==> config.mk <==
export PLATFORM = sky130hd
export DESIGN_NAME = serial_sigma
export DESIGN_NICKNAME = d
export VERILOG_FILES = /design/src/rtl/serial_sigma.sv
export SDC_FILE = /design/constraint.sdc
export NUM_CORES = 1
export LEC_CHECK = 0
export ABC_AREA = 1
export CAP_MARGIN = 0
export CELL_PAD_IN_SITES_DETAIL_PLACEMENT = 1
export CELL_PAD_IN_SITES_GLOBAL_PLACEMENT = 2
export CORE_ASPECT_RATIO = 0.5
export CORE_MARGIN = 4
export CORE_UTILIZATION = 36
export CTS_CLUSTER_DIAMETER = 200
export DETAILED_ROUTE_END_ITERATION = 10
export PLACE_DENSITY = 0.88
export SYNTH_ARGS = -nofsm -noshare
export SYNTH_HDL_FRONTEND = slang
export SYNTH_SLANG_ARGS = --single-unit
==> constraint.sdc <==
create_clock -name clk -period 2.8 [get_ports clk]
set_input_delay 0.42 -clock clk [delete_from_list [all_inputs] [get_ports clk]]
set_output_delay 0.42 -clock clk [all_outputs]
set_load 0.01 [all_outputs]
==> src/rtl/serial_sigma.sv <==
// Bit-serial SHA-2 sigma unit: captures one word per bit-clock frame and plays
// XOR of up to three rotate/shift taps of the previous word, LSB first.
module serial_sigma #(
  parameter int          W        = 32,
  parameter int          NTAP     = 3,
  parameter int          ROT_A    = 2,
  parameter int          ROT_B    = 13,
  parameter int          ROT_C    = 22,
  parameter logic [2:0]  SHR_MASK = 3'b000
) (
  input  logic                 clk,
  input  logic                 rst,
  input  logic                 bclk,
  input  logic [$clog2(W)-1:0] counter,
  input  logic                 in,
  output logic                 out,
  output logic                 out_valid
);

  localparam int CW = $clog2(W);
  localparam int EW = 1 << CW;

  logic          bclk_prev;
  logic          cap_full;
  logic [W-1:0]  cap;
  logic [W-1:0]  play;
  logic          rise;
  logic          fall;
  logic [W-1:0]  sigma;
  logic [EW-1:0] sigma_ext;

  // Whole-word view of one tap; a shift tap simply omits the wrapped-around bits.
  function automatic logic [W-1:0] tap_vec(input logic [W-1:0] x, input int rot,
                                           input logic shr);
    logic [W-1:0] r;
    r = x >> rot;
    if (!shr && rot != 0) r = r | (x << (W - rot));
    return r;
  endfunction

  assign rise = !bclk_prev && bclk;
  assign fall = bclk_prev && !bclk;

  // Zero-extension makes counter values >= W (non-power-of-two W) select 0.
  always_comb begin
    sigma = '0;
    if (NTAP >= 1) sigma = sigma ^ tap_vec(play, ROT_A, SHR_MASK[0]);
    if (NTAP >= 2) sigma = sigma ^ tap_vec(play, ROT_B, SHR_MASK[1]);
    if (NTAP >= 3) sigma = sigma ^ tap_vec(play, ROT_C, SHR_MASK[2]);
    sigma_ext = EW'(sigma);
  end

  always_ff @(posedge clk or posedge rst) begin
    if (rst) begin
      bclk_prev <= 1'b0;
      cap_full  <= 1'b0;
      cap       <= '0;
      play      <= '0;
      out       <= 1'b0;
      out_valid <= 1'b0;
    end else begin
      bclk_prev <= bclk;
      if (rise) begin
        if (counter == '0) begin
          play      <= cap;
          out_valid <= cap_full;
          cap_full  <= 1'b0;
          cap[0]    <= in;
        end else if (int'(counter) < W) begin
          cap[counter] <= in;
          if (int'(counter) == W - 1) cap_full <= 1'b1;
        end
      end
      if (fall) out <= sigma_ext[counter];
    end
  end

endmodule

==> implementation parameters <==
Parameter                              Value

Synth
  Synthesis Warnings    0
  Number of distinct standard cells referenced by the synthesized netlist    21
  Register bit total from synthesis    68
  Leading cell types by total area after synthesis    sky130_fd_sc_hd__dfrtp_1 44%, sky130_fd_sc_hd__nand2_1 18%, sky130_fd_sc_hd__nand3_1 12%
  Synthesized area per cell    7.32 um^2
  Synthesized instance count    529
  Synth Net Count    between 500 and 600
  Share of the synthesized area in the top cell type    ~44%
  Post-synth top area cell    sky130_fd_sc_hd__dfrtp_1
  Sequential-to-total area share from yosys stat    a little over two fifths
  Cell Area, Synth    just under 4000 um^2

CTS
  H-tree depth    3
  TritonCTS clock tree    yes
  Post-CTS Resized    0
  Number of buffers between clock root and the deepest sink    2
  Clk Latency, worst-skew pair    about 340 ps
  Total number of clock tree sinks    68
  # Post-CTS Setup Buffers    0
  Clock Pin Slew Worst Setup and Hold Paths    about 60 ps
  Clock buffers created by TritonCTS    9
  Clock tree root driver cell    sky130_fd_sc_hd__clkbuf_16
  Cts-stage hold buffer count    0

Route
  Antenna-violating nets left    0
  Highest routing layer actually used    met4
  Post-detailed-routing wire length    about 13,000 um
  Detailed-route vias per instance    5.50
  Average wire per cell in the routed design    19.1 um
  Met3 WL post-DR    about 800 um
  1st-iter DRT viols    376
  Remaining DRCs    0
  Total vias in the final route    roughly 3,800
  WL met2    5290 um
  M1 wire length    between 6000 and 7000 um
  Number of optimization iterations in the first detailed-route pass    5

Global route
  Total GRT Usage    between 20% and 30%
  Residual overflow from global routing    0
  Number of antenna violations at the first check in global routing    0
  Via count of the first global-routing pass    roughly 3,600
  Maximum number of pins on one net before global-route repair    45
  Wire length of the first global-routing pass    about 21,000 um

STA
  Hold Violations, Final    0
  Setup repair after global routing missed its margin    no
  Post-route setup TNS    0 ps
  FMAX    535 MHz
  Relative max-transition margin    58.9%
  Share of the clock period used by the worst path    roughly 67%
  Fin crit period    around 1900 ps
  Final setup violation count    0
  Tightest Pin Transition    616 ps
  Largest clock skew in the final design    6.16 ps
  Final max-slew violation count    0

Critical path
  Depth of the most critical reg-to-reg path    6
  Critical path launch point type    primary input
  R2R Path Start    bclk_prev$_DFF_PP0_
  Arrival @ worst endpoint    between 2000 and 2500 ps
  Worst Setup End Kind    flip-flop
  Biggest fanout along the worst timing path    19
  Slack of the worst reg-to-reg path    ~1100 ps
  Worst setup path category    in -> reg
  End of the worst register-to-register path    play[17]$_DFFE_PP0P_
  Data required, critical path    roughly 3000 ps

Final layout
  Post-layout utilization of the core    roughly 42%
  Share of layout cells above drive strength 1    around 8.4%
  NumNets Final    551
  Syn-to-layout area delta    13.5%
  Diodes inserted    0

Power
  Switching part of the total    between 30% and 40%
  Reported leakage power    about 2.1 nW
  Internal portion of total power    between 2 and 2.5 mW
  Sequential group share of total power    41.9%
  Power density over cell area    ~750 nW/um^2
  Share of power burned in combinational logic    between 20% and 30%
  Clock power share    a little under a third
  Net load switching power    about 1.2 mW
  Highest ir drop seen on vdd    380 uV

Job
  Max-cap check violation count    0

Die
  Die area    12,600 um^2
  Site Rows    26
  I/O pin total    11
  Initial standard-cell utilization of the core    a little under two fifths
  Die extent in y    around 81 um
  Core area    between 10,000 and 15,000 um^2
  Die width    155 um

Placed design
  Post-DP HPWL    roughly 9700 um
  Routability cong.    0.910
  Number of port buffers    10

Status
  Result of the run    completed

Worst hold path
  Worst min-delay path class    in -> async
==> critical path, stage by stage <==
cell and delay (ps):
sky130_fd_sc_hd__clkdlybuf4s50_1 520, sky130_fd_sc_hd__nand2_1 310, sky130_fd_sc_hd__nor2_4 400, sky130_fd_sc_hd__buf_4 280, sky130_fd_sc_hd__nand2_1 80, sky130_fd_sc_hd__o21ai_0 90
==> layout by cell type, fill, tap and decap left out, drive strengths merged <==
cell type / count
nand2: 184
nand3: 93
dfrtp: 68
inv: 51
o21ai: 37
a21oi: 28
a31oi: 27
nor2: 14
buf: 13
clkbuf: 11
clkdlybuf4s50: 10
nor4: 3
nor3: 3
clkinvlp: 2
clkinv: 2
mux2i: 1
==> Yosys cell counts, drive strengths merged <==
library cell,number
nand2,184
nand3,93
dfrtp,68
inv,50
o21ai,37
a21oi,28
a31oi,27
buf,14
nor2,14
clkbuf,7
nor3,3
nor4,3
mux2i,1
==> metrics by stage <==
stage | worst slack, ps | instances | hold slack, ps | instance area, um^2 | total power [mW]
2_1_floorplan | 668 | 529 | 451 | 3870 | 1.93
3_3_place_gp | 686 | 671 | 471 | 4120 | 2.22
3_5_place_dp | 582 | 671 | 487 | 4120 | 2.24
4_1_cts | 926 | 687 | 492 | 4390 | 3.30
5_1_grt | 812 | 687 | 522 | 4390 | 3.50
6_report | 930 | 687 | 478 | 4390 | 3.30
==> final cells by class <==
type	count	area, um^2
clock buffers	11	233
well taps	140	175
inverters	50	188
clock inverters	5	37.5
fillers	1316	5950
flip-flops and latches	68	1700
multi-input cells	390	1840
repair buffers	23	223
==> routing by layer <==
metal	up-vias	GRT usage (%)
met1	1896	34.7
met2	89	30.9
li1	1785	-
met3	11	4.26
met4	0	4.93
met5	-	0
==> power groups by stage <==
stage                     Clock, mW  Sequential (mW)  Combinational (mW)
final                          1.05             1.38               0.869
after global routing           1.11             1.40               0.991
after CTS                      1.06             1.37               0.863
after detailed placement          0             1.39               0.855
after global placement            0             1.39               0.826
after floorplan                   0             1.30               0.633
==> state kept, by name, indices dropped and copies added (netlist names) <==
| register | count |
|---|---|
| cap | 32 |
| play | 32 |
| bclk_prev | 1 |
| cap_full | 1 |
| out | 1 |
| out_valid | 1 |
==> worst max path at each step <==
stage | cells past startpoint | startpoint | end | slack, ps
6_report | 6 | bclk | play[17]$_DFFE_PP0P_ | 930
5_1_grt | 6 | bclk | play[6]$_DFFE_PP0P_ | 810
4_1_cts | 6 | bclk | play[17]$_DFFE_PP0P_ | 930
3_5_place_dp | 6 | bclk | play[17]$_DFFE_PP0P_ | 580
3_3_place_gp | 5 | bclk | play[17]$_DFFE_PP0P_ | 690
2_1_floorplan | 1 | rst | bclk_prev$_DFF_PP0_ | 670
==> logic make-up (layout without fill, tap and decap cells) <==
group,after synthesis,in the layout,synth area share [%]
AO/OA/AOI/OAI,92,92,12.8
buffers and inverters,71,89,8.79
flip-flops,68,68,44.0
AND/OR/NAND/NOR,297,297,34.2
multiplexers,1,1,0.259
Note: power is estimated with default switching activity, not from simulation.
